`config.mk`:
```
export PLATFORM = sky130hd
export DESIGN_NAME = uart_rx
export DESIGN_NICKNAME = d
export VERILOG_FILES = /design/src/rtl/uart_pkg.sv /design/src/rtl/sync_2ff.sv /design/src/rtl/uart_rx.sv
export SDC_FILE = /design/constraint.sdc
export NUM_CORES = 1
export LEC_CHECK = 0
export CAP_MARGIN = 20
export CORE_MARGIN = 5
export CORE_UTILIZATION = 40
export DETAILED_ROUTE_END_ITERATION = 8
export GPL_ROUTABILITY_DRIVEN = 0
export GPL_TIMING_DRIVEN = 0
export HOLD_SLACK_MARGIN = 0.08
export PLACE_DENSITY = 0.61
export SLEW_MARGIN = 20
export SYNTH_ARGS = -nofsm -noshare
export SYNTH_HDL_FRONTEND = slang
export SYNTH_HIERARCHICAL = 1
export SYNTH_SLANG_ARGS = --single-unit
```
`constraint.sdc`:
```
create_clock -name clk -period 4.2 [get_ports clk]
set_input_delay 1.05 -clock clk [delete_from_list [all_inputs] [get_ports clk]]
set_output_delay 1.05 -clock clk [all_outputs]
set_load 0.01 [all_outputs]
```
`src/rtl/uart_pkg.sv`:
```
// Shared types and defaults for the 8N1 serial link.
package uart_pkg;

   typedef enum logic [2:0] {
      IDLE,
      START,
      DATA,
      STOP,
      WAIT_HIGH
   } state_t;

   localparam int unsigned CLKS_PER_BIT_DEF = 16;
   localparam int unsigned DATA_BITS_DEF    = 8;

endpackage

```
`src/rtl/sync_2ff.sv`:
```
// Two-flop synchroniser for an asynchronous level; idles (and resets) high.
module sync_2ff (
   input  logic clk,
   input  logic rst,
   input  logic d,
   output logic q
);

   logic s1;

   always_ff @(posedge clk) begin
      if (rst) begin
         s1 <= 1'b1;
         q  <= 1'b1;
      end else begin
         s1 <= d;
         q  <= s1;
      end
   end

endmodule

```
`src/rtl/uart_rx.sv`:
```
// 8N1 frame receiver: finds the start bit, samples each bit at its centre and
// strobes either the recovered word or a framing error.
module uart_rx
   import uart_pkg::*;
#(
   parameter int unsigned CLKS_PER_BIT = CLKS_PER_BIT_DEF,
   parameter int unsigned DATA_BITS    = DATA_BITS_DEF
) (
   input  logic                 clk,
   input  logic                 rst,
   input  logic                 rx_in,
   output logic [DATA_BITS-1:0] data_out,
   output logic                 data_valid,
   output logic                 frame_err,
   output logic                 busy
);

   localparam int unsigned CNT_W = $clog2(CLKS_PER_BIT);
   localparam int unsigned IDX_W = $clog2(DATA_BITS + 1);

   localparam logic [CNT_W-1:0] HALF_LAST = CNT_W'(CLKS_PER_BIT / 2 - 1);
   localparam logic [CNT_W-1:0] BIT_LAST  = CNT_W'(CLKS_PER_BIT - 1);
   localparam logic [IDX_W-1:0] IDX_LAST  = IDX_W'(DATA_BITS - 1);

   logic                 rx_s;
   state_t               state_q, state_d;
   logic [CNT_W-1:0]     cnt_q, cnt_d;
   logic [IDX_W-1:0]     idx_q, idx_d;
   logic [DATA_BITS-1:0] shift_q, shift_d;
   logic [DATA_BITS-1:0] data_q, data_d;
   logic                 valid_q, valid_d;
   logic                 err_q, err_d;

   sync_2ff u_sync (
      .clk (clk),
      .rst (rst),
      .d   (rx_in),
      .q   (rx_s)
   );

   always_comb begin
      state_d = state_q;
      cnt_d   = cnt_q + CNT_W'(1);
      idx_d   = idx_q;
      shift_d = shift_q;
      data_d  = data_q;
      valid_d = 1'b0;
      err_d   = 1'b0;

      unique case (state_q)
         IDLE: begin
            cnt_d = '0;
            if (!rx_s) state_d = START;
         end
         START: begin
            // Half a bit in: a line that is high again was only a glitch.
            if (cnt_q == HALF_LAST) begin
               cnt_d   = '0;
               idx_d   = '0;
               state_d = rx_s ? IDLE : DATA;
            end
         end
         DATA: begin
            if (cnt_q == BIT_LAST) begin
               cnt_d   = '0;
               shift_d = {rx_s, shift_q[DATA_BITS-1:1]};
               idx_d   = idx_q + IDX_W'(1);
               if (idx_q == IDX_LAST) state_d = STOP;
            end
         end
         STOP: begin
            if (cnt_q == BIT_LAST) begin
               cnt_d = '0;
               if (rx_s) begin
                  data_d  = shift_q;
                  valid_d = 1'b1;
                  state_d = IDLE;
               end else begin
                  err_d   = 1'b1;
                  state_d = WAIT_HIGH;
               end
            end
         end
         WAIT_HIGH: begin
            // Hold off until the line recovers so a break never looks like a start.
            cnt_d = '0;
            if (rx_s) state_d = IDLE;
         end
         default: begin
            cnt_d   = '0;
            state_d = IDLE;
         end
      endcase
   end

   always_ff @(posedge clk) begin
      if (rst) begin
         state_q <= IDLE;
         cnt_q   <= '0;
         idx_q   <= '0;
         shift_q <= '0;
         data_q  <= '0;
         valid_q <= 1'b0;
         err_q   <= 1'b0;
      end else begin
         state_q <= state_d;
         cnt_q   <= cnt_d;
         idx_q   <= idx_d;
         shift_q <= shift_d;
         data_q  <= data_d;
         valid_q <= valid_d;
         err_q   <= err_d;
      end
   end

   assign data_out   = data_q;
   assign data_valid = valid_q;
   assign frame_err  = err_q;
   assign busy       = (state_q != IDLE);

endmodule

```
=== Yosys cells after proc, flatten, opt, wreduce, memory -nomap -nowiden ===
Index checks and enable logic that the tools add are counted.

* Input port bits: 3
* Output and inout bits: 11
* Bits in registers: 31
* Word-level logic and storage cells: 52

* Mux-type cells: 17
* Add/subtract/negate cells: 2
* Equal/unequal tests: 13
* Bitwise gates (word level): 2
* Reductions and logical operators: 9

{| class="wikitable"
|+ Operators with widths
! operator !! count
|-
| two-way mux 3 bit || 7
|-
| two-way mux 4 bit || 4
|-
| case mux 4 bit (2 select lines) || 2
|-
| case mux 3 bit (5 select lines) || 1
|-
| inequality test 2 bit (second input constant) || 5
|-
| adder 4 x 1 -> 4 bit (second input constant) || 2
|-
| == test 4 x 3 -> 1 bit (second input constant) || 2
|-
| == test 3 x 2 -> 1 bit (second input constant) || 2
|-
| AND reduction 3 bit || 2
|-
| AND reduction 6 bit || 1
|-
| == test 4 bit (second input constant) || 1
|-
| == test 3 x 1 -> 1 bit (second input constant) || 1
|-
| == test 3 bit (second input constant) || 1
|-
| zero test 3 bit || 1
|-
| nonzero test 3 bit || 1
|-
| OR reduction 3 bit || 1
|-
| two-way mux 1 bit || 2
|-
| two-way mux 2 bit || 1
|-
| inequality test 2 x 1 -> 1 bit (second input constant) || 1
|-
| NOT 1 bit || 2
|-
| AND reduction 2 bit || 1
|-
| nonzero test 2 bit || 1
|-
| OR reduction 2 bit || 1
|}

=== Logic depth before layout (Yosys ltp) ===
Gate-level depths: netlist (run 1).

* Depth after elaboration: 4
* Depth in mapped cells: 6
* Depth with buffers taken out: 5

=== Modules after synthesis ===
Netlist (run 1), hierarchy kept.

{| class="wikitable"
|+ By module, submodules not included
! module !! seq. area each (um^2) !! cells each !! instances !! area each (um^2)
|-
| uart_rx || 580.6 || 120 || 1 || 1192.4
|-
| sync_2ff || 40.0 || 4 || 1 || 52.6
|}

=== Least setup slack after synthesis (run 1) ===
OpenSTA, ideal clock, no wires.

* Kind: reg2out
* Start point: register state_q[2]
* End point: output busy
* Setup slack: 2220 ps
* Stages on the path, launching flop included: 3
* Required time: 3150 ps
* Arrival: 930 ps
* Buffers on the path: 1
* Cells stage by stage: dfxtp_1 buf_2 or3_2

* Cells in the longest elaborated chain, start to end: 1

{| class="wikitable"
|+ Ends and longest elaborated chain
! item !! RTL line !! text
|-
| start, declared || uart_rx.sv:26 || <nowiki>state_t state_q, state_d;</nowiki>
|-
| start signal, assigned || uart_rx.sv:106 || <nowiki>state_q <= state_d;</nowiki>
|-
| nonzero test 3 bit || uart_rx.sv:119 || <nowiki>assign busy = (state_q != IDLE);</nowiki>
|-
| end, declared || uart_rx.sv:15 || <nowiki>output logic busy</nowiki>
|}

Every way passes these cells.

=== Worst setup path in the final report (run 1) ===
Same ends and word-level chain as after synthesis.

==> flow_summary.yaml, run 1 <==
floorplanning:
  core_mm2: 0.00303
  die_y_um: 65.8
  rows: 20
  die_w_um: 65.8
  pin_count: 14
  die_area_mm2: 0.00433
  start_util: 0.411
routing:
  drc: 0
  route.met2.wl_um: 962
  postRouteAntennaNets: 0
  routed_wl_um: 2190
  highest_layer: "met4"
  wl_met1_um: 1100
  drtIter0Drc: 36
  vias: 930
  routed_via_density: 4.92
  wire_per_inst_um: 11.6
  wl_met3_um: 100
  drtPass1Iterations: 4
yosys:
  ys_warn_count: 6
  async_flop_share: 0
  syn-cell-area_mm2: 0.00124
  yosysSeqAreaShare: 0.498
  synth_area_leader_cell: "dfxtp_1"
  syn-num-nets: 129
  yosys-top-cells-area: "dfxtp_1 50%, mux2i_1 14%, nor2_1 6.3%"
  ys.flop_type: "dfxtp_1"
  yosysUniqueCellTypes: 36
  syn_inst: 124
  avgSynthCellArea_um2: 10.0
  ys_top_cells_by_count: "31 x dfxtp_1, 21 x nor2_1, 17 x mux2i_1, 5 x nand2_1, 4 x nand3_1"
  synth.most_common_cell: "dfxtp_1"
  synth_edf_count: 0
  synth_top_area_frac: 0.498
  ys_seq_elements: 31
placed_design:
  io_buffers: 13
  dp.cells: 181
  dp_hpwl_um: 1580
  dp_slack_ns: 1.68
  postPlaceCellArea_mm2: 0.00143
sta:
  min_period_ns: 2.81
  rsz0062_at_grt: "no"
  max_freq_mhz: 356
  slew_viol_final: 0
  worst_pin_slew_ns: 0.519
  worst_slack_ns: 1.39
  setup_viol_count_final: 0
  finalSetupTns_ns: 0
  skew_ns: 0.00654
  fin_crit_sh: 0.669
  hold_viol_final: 0
  slew_headroom: 0.653
final_layout:
  syn_to_final_growth_pct: 21.8
  finalInstanceArea_mm2: 0.00152
  drive_gt1_frac: 0.117
  fill_cells: 305
  stdcell_count: 189
  utilization: 0.501
  layout.nets: 149
  n_antenna_cell: 0
worst_setup_path:
  crit_type: "register to primary output"
  cp-end-kind: "primary output"
  crit_buf_inv: 2
  cp.arrival_ns: 1.76
  required_ns: 3.15
  path_cells: "buf_2 > or3_2 > clkdlybuf4s50_1"
  crit_family: "buffers and inverters"
  start_kind: "register"
  slowest_stage: "clkdlybuf4s50_1"
  crit_path_max_incr_delay_ns: 0.49
  crit_fanout: 10
clock_network:
  cts_made_buffers: 5
  cts-resized-gates: 0
  cts_tree: "done"
  root_buffer: "clkbuf_4"
  clock_path_buffers: 2
  cts_sinks: 31
  cts_setup_buffers: 0
  ctsHoldBuffers: 0
  clock_latency_ns: 0.32
  h-tree-depth: 2
  clk_pin_slew_ns: 0.10
global_routing:
  grt_pass1_vias: 906
  grt_first_pass_wirelength_um: 3980
  grt_overflow_total: 0
  antenna_found_initial: 0
  grt_use_total: 0.121
  grt_max_degree: 11
worst_hold_path:
  min_path_type: "register to register"
power:
  power_per_cell_area_mw_per_mm2: 363
  p_leak_nw: 0.609
  ir_worst_vdd_mv: 0.249
flow_run:
  cap_violations: 0
outcome:
  outcome: "completed"
[flip-flops by register name (all words and copies together), names as in the netlist]
register	cells
cnt_q	4
u_sync/q	1
data_out	8
u_sync/s1	1
data_valid	1
frame_err	1
idx_q	4
shift_q	8
state_q	3
[per-stage QoR]
stage,power [mW],hold slack (ns)
6_report,0.550,0.424
2_1_floorplan,0.310,0.385
3_5_place_dp,0.315,0.397
3_3_place_gp,0.315,0.391
4_1_cts,0.558,0.430
5_1_grt,0.580,0.442
[routing by layer]
| layer | vias to the layer above | global-route usage |
|---|---|---|
| li1 | 472 | - |
| met1 | 434 | 0.154 |
| met2 | 19 | 0.175 |
| met3 | 5 | 0.0425 |
| met4 | 0 | 0.0699 |
| met5 | - | 0 |
[worst reg2reg max path: cells and delay by family, from the launching register on]
kind | cells | cell delay (ns)
AO/OA/AOI/OAI | 2 | 0.63
AND/OR/NAND/NOR | 2 | 0.49
flip-flops | 1 | 0.32
buffers and inverters | 1 | 0.17
[kinds of logic (layout without fill, tap and decap cells)]
group	count (synthesis)	in the layout	synth area share
mux	17	17	0.137
xor+xnor	3	3	0.0211
buf+inv	8	29	0.0301
flops	31	31	0.498
simple gates	54	54	0.237
fa+ha+maj	2	2	0.0201
compound gates	9	9	0.0563
[where the power goes]
| group | internal, mW | switching (mW) |
|---|---|---|
| sequential | 0.295 | 0.00135 |
| clock | 0.141 | 0.101 |
| combinational | 0.00505 | 0.00668 |
[layout by cell type, fill, tap and decap left out, types with 2 or more instances in the layout]
cell / instances
mux2i_1: 17
a211oi_1: 2
and3b_1: 2
dfxtp_1: 31
a21oi_1: 2
nand2_1: 5
clkdlybuf4s50_1: 13
a211o_1: 2
clkbuf_4: 5
nor2_1: 21
nor4b_1: 3
inv_1: 2
nor3_1: 3
or2_1: 2
ha_1: 2
nand3_1: 4
xnor2_1: 2
nand2b_1: 3
buf_2: 2
[final cells by class]
class / instances / area, um2 / area share
sequential: 31 / 621 / 0.409
multi-input combinational: 85 / 587 / 0.387
timing repair buffer: 13 / 130 / 0.0858
tap: 44 / 55.1 / 0.0363
clock buffer: 6 / 51.3 / 0.0338
clock inverter: 2 / 35.0 / 0.0231
buffer: 6 / 30.0 / 0.0198
inverter: 2 / 7.51 / 0.00495
[final timing paths]
path	cells past startpoint	start	slack, ns	to
worst min register to register	1	u_sync/s1	0.42	u_sync/q
worst max-delay path	3	state_q[2]	1.39	busy
worst min-delay path	1	u_sync/s1	0.42	u_sync/q
worst max register to register	5	state_q[1]	2.48	idx_q[3]
No activity file was read; power rests on OpenSTA's default activity.
==> run 2, diff against run 1 <==
- PLACE_DENSITY: 0.61 -> 0.63
- clock period: 4.2 -> 2.3 ns (I/O delays scaled with it)
==> run 2 against run 1 <==
Clock skew barely moved. Largest power group unchanged. Worst hold slack worse by 0.0036 ns. Critical path type unchanged. Sequential share of layout area barely moved. Sequential power up 83%. Setup slack got worse by 1.2 ns. Final area about the same.
==> flow_summary.yaml, run 2 (same netlist as run 1, synthesis figures left out) <==
sta:
  fin_crit_sh: 0.927
  worst_pin_slew_ns: 0.515
  whs_ns: 0.420
  skew_ns: 0.00647
  max_freq_mhz: 469
  setup_viol_count_final: 0
  finalSetupTns_ns: 0
  slew_viol_final: 0
  hold_viol_final: 0
  rsz0062_at_grt: "no"
  min_period_ns: 2.13
  slew_headroom: 0.656
placed_design:
  io_buffers: 13
  dp_hpwl_um: 1580
  dp.cells: 181
clock_network:
  cts_made_buffers: 5
  cts_sinks: 31
  ctsHoldBuffers: 0
  clock_path_buffers: 2
  cts_tree: "done"
  h-tree-depth: 2
  root_buffer: "clkbuf_4"
  clk_pin_slew_ns: 0.10
  cts_setup_buffers: 0
  cts-resized-gates: 1
  clock_latency_ns: 0.32
power:
  intPower_uw: 804
  power_per_cell_area_mw_per_mm2: 663
  p_leak_nw: 0.614
  p_comb_frac: 0.021
  sw_frac_of_total: 0.200
  power.switching_uw: 201
  totalPowerFinal_mw: 1.00
  p_seq_frac: 0.538
  clock_power_share: 0.440
  ir_worst_vdd_mv: 0.284
global_routing:
  grt_most_used_layer: "met2"
  grt_pass1_vias: 882
  grt.met1_usage: 0.136
  grt_max_degree: 11
  grt_overflow_total: 0
  globalRouteMet2Util: 0.185
  gr-usage-met3: 0.0408
  grt_use_total: 0.116
  grt_first_pass_wirelength_um: 3780
  antenna_found_initial: 0
outcome:
  outcome: "completed"
routing:
  drtIter0Drc: 17
  vias: 913
  drc: 0
  routed_via_density: 4.83
  routed_wl_um: 2230
  drtPass1Iterations: 4
  wire_per_inst_um: 11.8
  postRouteAntennaNets: 0
floorplanning:
  start_util: 0.411
  die_w_um: 65.8
  rows: 20
  pin_count: 14
  die_area_mm2: 0.00433
  core_mm2: 0.00303
  die_y_um: 65.8
worst_setup_path:
  required_ns: 1.73
  rr_startpoint: "state_q[1]"
  r2r_cells: 5
  cp-end-kind: "primary output"
  r2r-end: "idx_q[3]"
  crit_fanout: 10
  rrSetupSlack_ns: 0.56
  start_kind: "register"
  cp.arrival_ns: 1.56
  crit_type: "register to primary output"
final_layout:
  n_antenna_cell: 0
  layout.nets: 149
  fill_cells: 285
  drive_gt1_frac: 0.117
  syn_to_final_growth_pct: 21.7
  stdcell_count: 189
  final_common_cell: "dfxtp_1"
  mostFrequentLayoutCells: "31 x dfxtp_1, 21 x nor2_1, 17 x mux2i_1"
worst_hold_path:
  min_to: "u_sync/q"
  worst_hold_path.num_cells: 1
  min_path_type: "register to register"
  min-delay-start: "u_sync/s1"
flow_run:
  cap_violations: 0
## run 2: cell count changes in the layout (fill, tap and decap cells not counted)
cell,before,now
clkdlybuf4s50_1,13,12
dlygate4sd2_1,0,1
## run 2: area by class of cell
type / instances / area [um2] / share of cell area
timing repair buffer: 13 / 129 / 0.0851
clock inverter: 2 / 35.0 / 0.0231
tap: 44 / 55.1 / 0.0363
clock buffer: 6 / 51.3 / 0.0339
multi-input combinational: 85 / 587 / 0.387
inverter: 2 / 7.51 / 0.00495
buffer: 6 / 30.0 / 0.0198
sequential: 31 / 621 / 0.410
## run 2: worst max-delay path: stages (launching register included)
cell and delay, ns:
dfxtp_1 0.31, buf_2 0.17, or3_2 0.47, dlygate4sd2_1 0.29
## run 2: how the worst max path moves through the flow
stage                     slack (ns)        from  cells after the start        to
after floorplan                 0.74  state_q[1]                      5  idx_q[2]
after detailed placement        0.26         rst                      5  idx_q[3]
final                           0.17  state_q[2]                      3      busy
after global placement          0.32  state_q[2]                      3      busy
after global routing            0.11  state_q[2]                      3      busy
after CTS                       0.15  state_q[2]                      3      busy
## run 2: per-stage QoR
step | cell area (um2) | utilization | worst slack, ns
after CTS | 1520 | 0.500 | 0.150
after detailed placement | 1430 | 0.472 | 0.263
after global placement | 1430 | 0.472 | 0.321
after global routing | 1520 | 0.500 | 0.107
after floorplan | 1240 | - | 0.736
final | 1520 | 0.500 | 0.168
## run 2: power by group through the flow
stage               sequential [mW]  combinational (mW)  clock [mW]
finish                        0.541              0.0213       0.442
global route                  0.542              0.0228       0.482
CTS                           0.541              0.0213       0.457
detailed placement            0.553              0.0217           0
global placement              0.553              0.0212           0
floorplan                     0.553              0.0132           0
## run 2: layer usage
layer | part of all wire | vias to the layer above
li1 | - | 475
met5 | 0 | -
met2 | 0.46 | 16
met4 | 0.016 | 0
met3 | 0.041 | 4
met1 | 0.49 | 418
==> run 3, diff against run 2 <==
- PLACE_DENSITY: 0.63 -> 0.61
- SLEW_MARGIN: 20 -> default
- clock period: 2.3 -> 2.7 ns (I/O delays scaled with it)
==> results of run 3 <==
Same layout as run 1 (identical final DEF). Status: completed.
Among the figures that moved: setup slack after placement 1.68 ns -> 0.552 ns; setup slack after layout 1.39 ns -> 0.265 ns; register-to-register setup slack 2.48 ns -> 0.98 ns; total power 0.550 mW -> 0.855 mW; worst IR drop on VDD 0.249 mV -> 0.388 mV
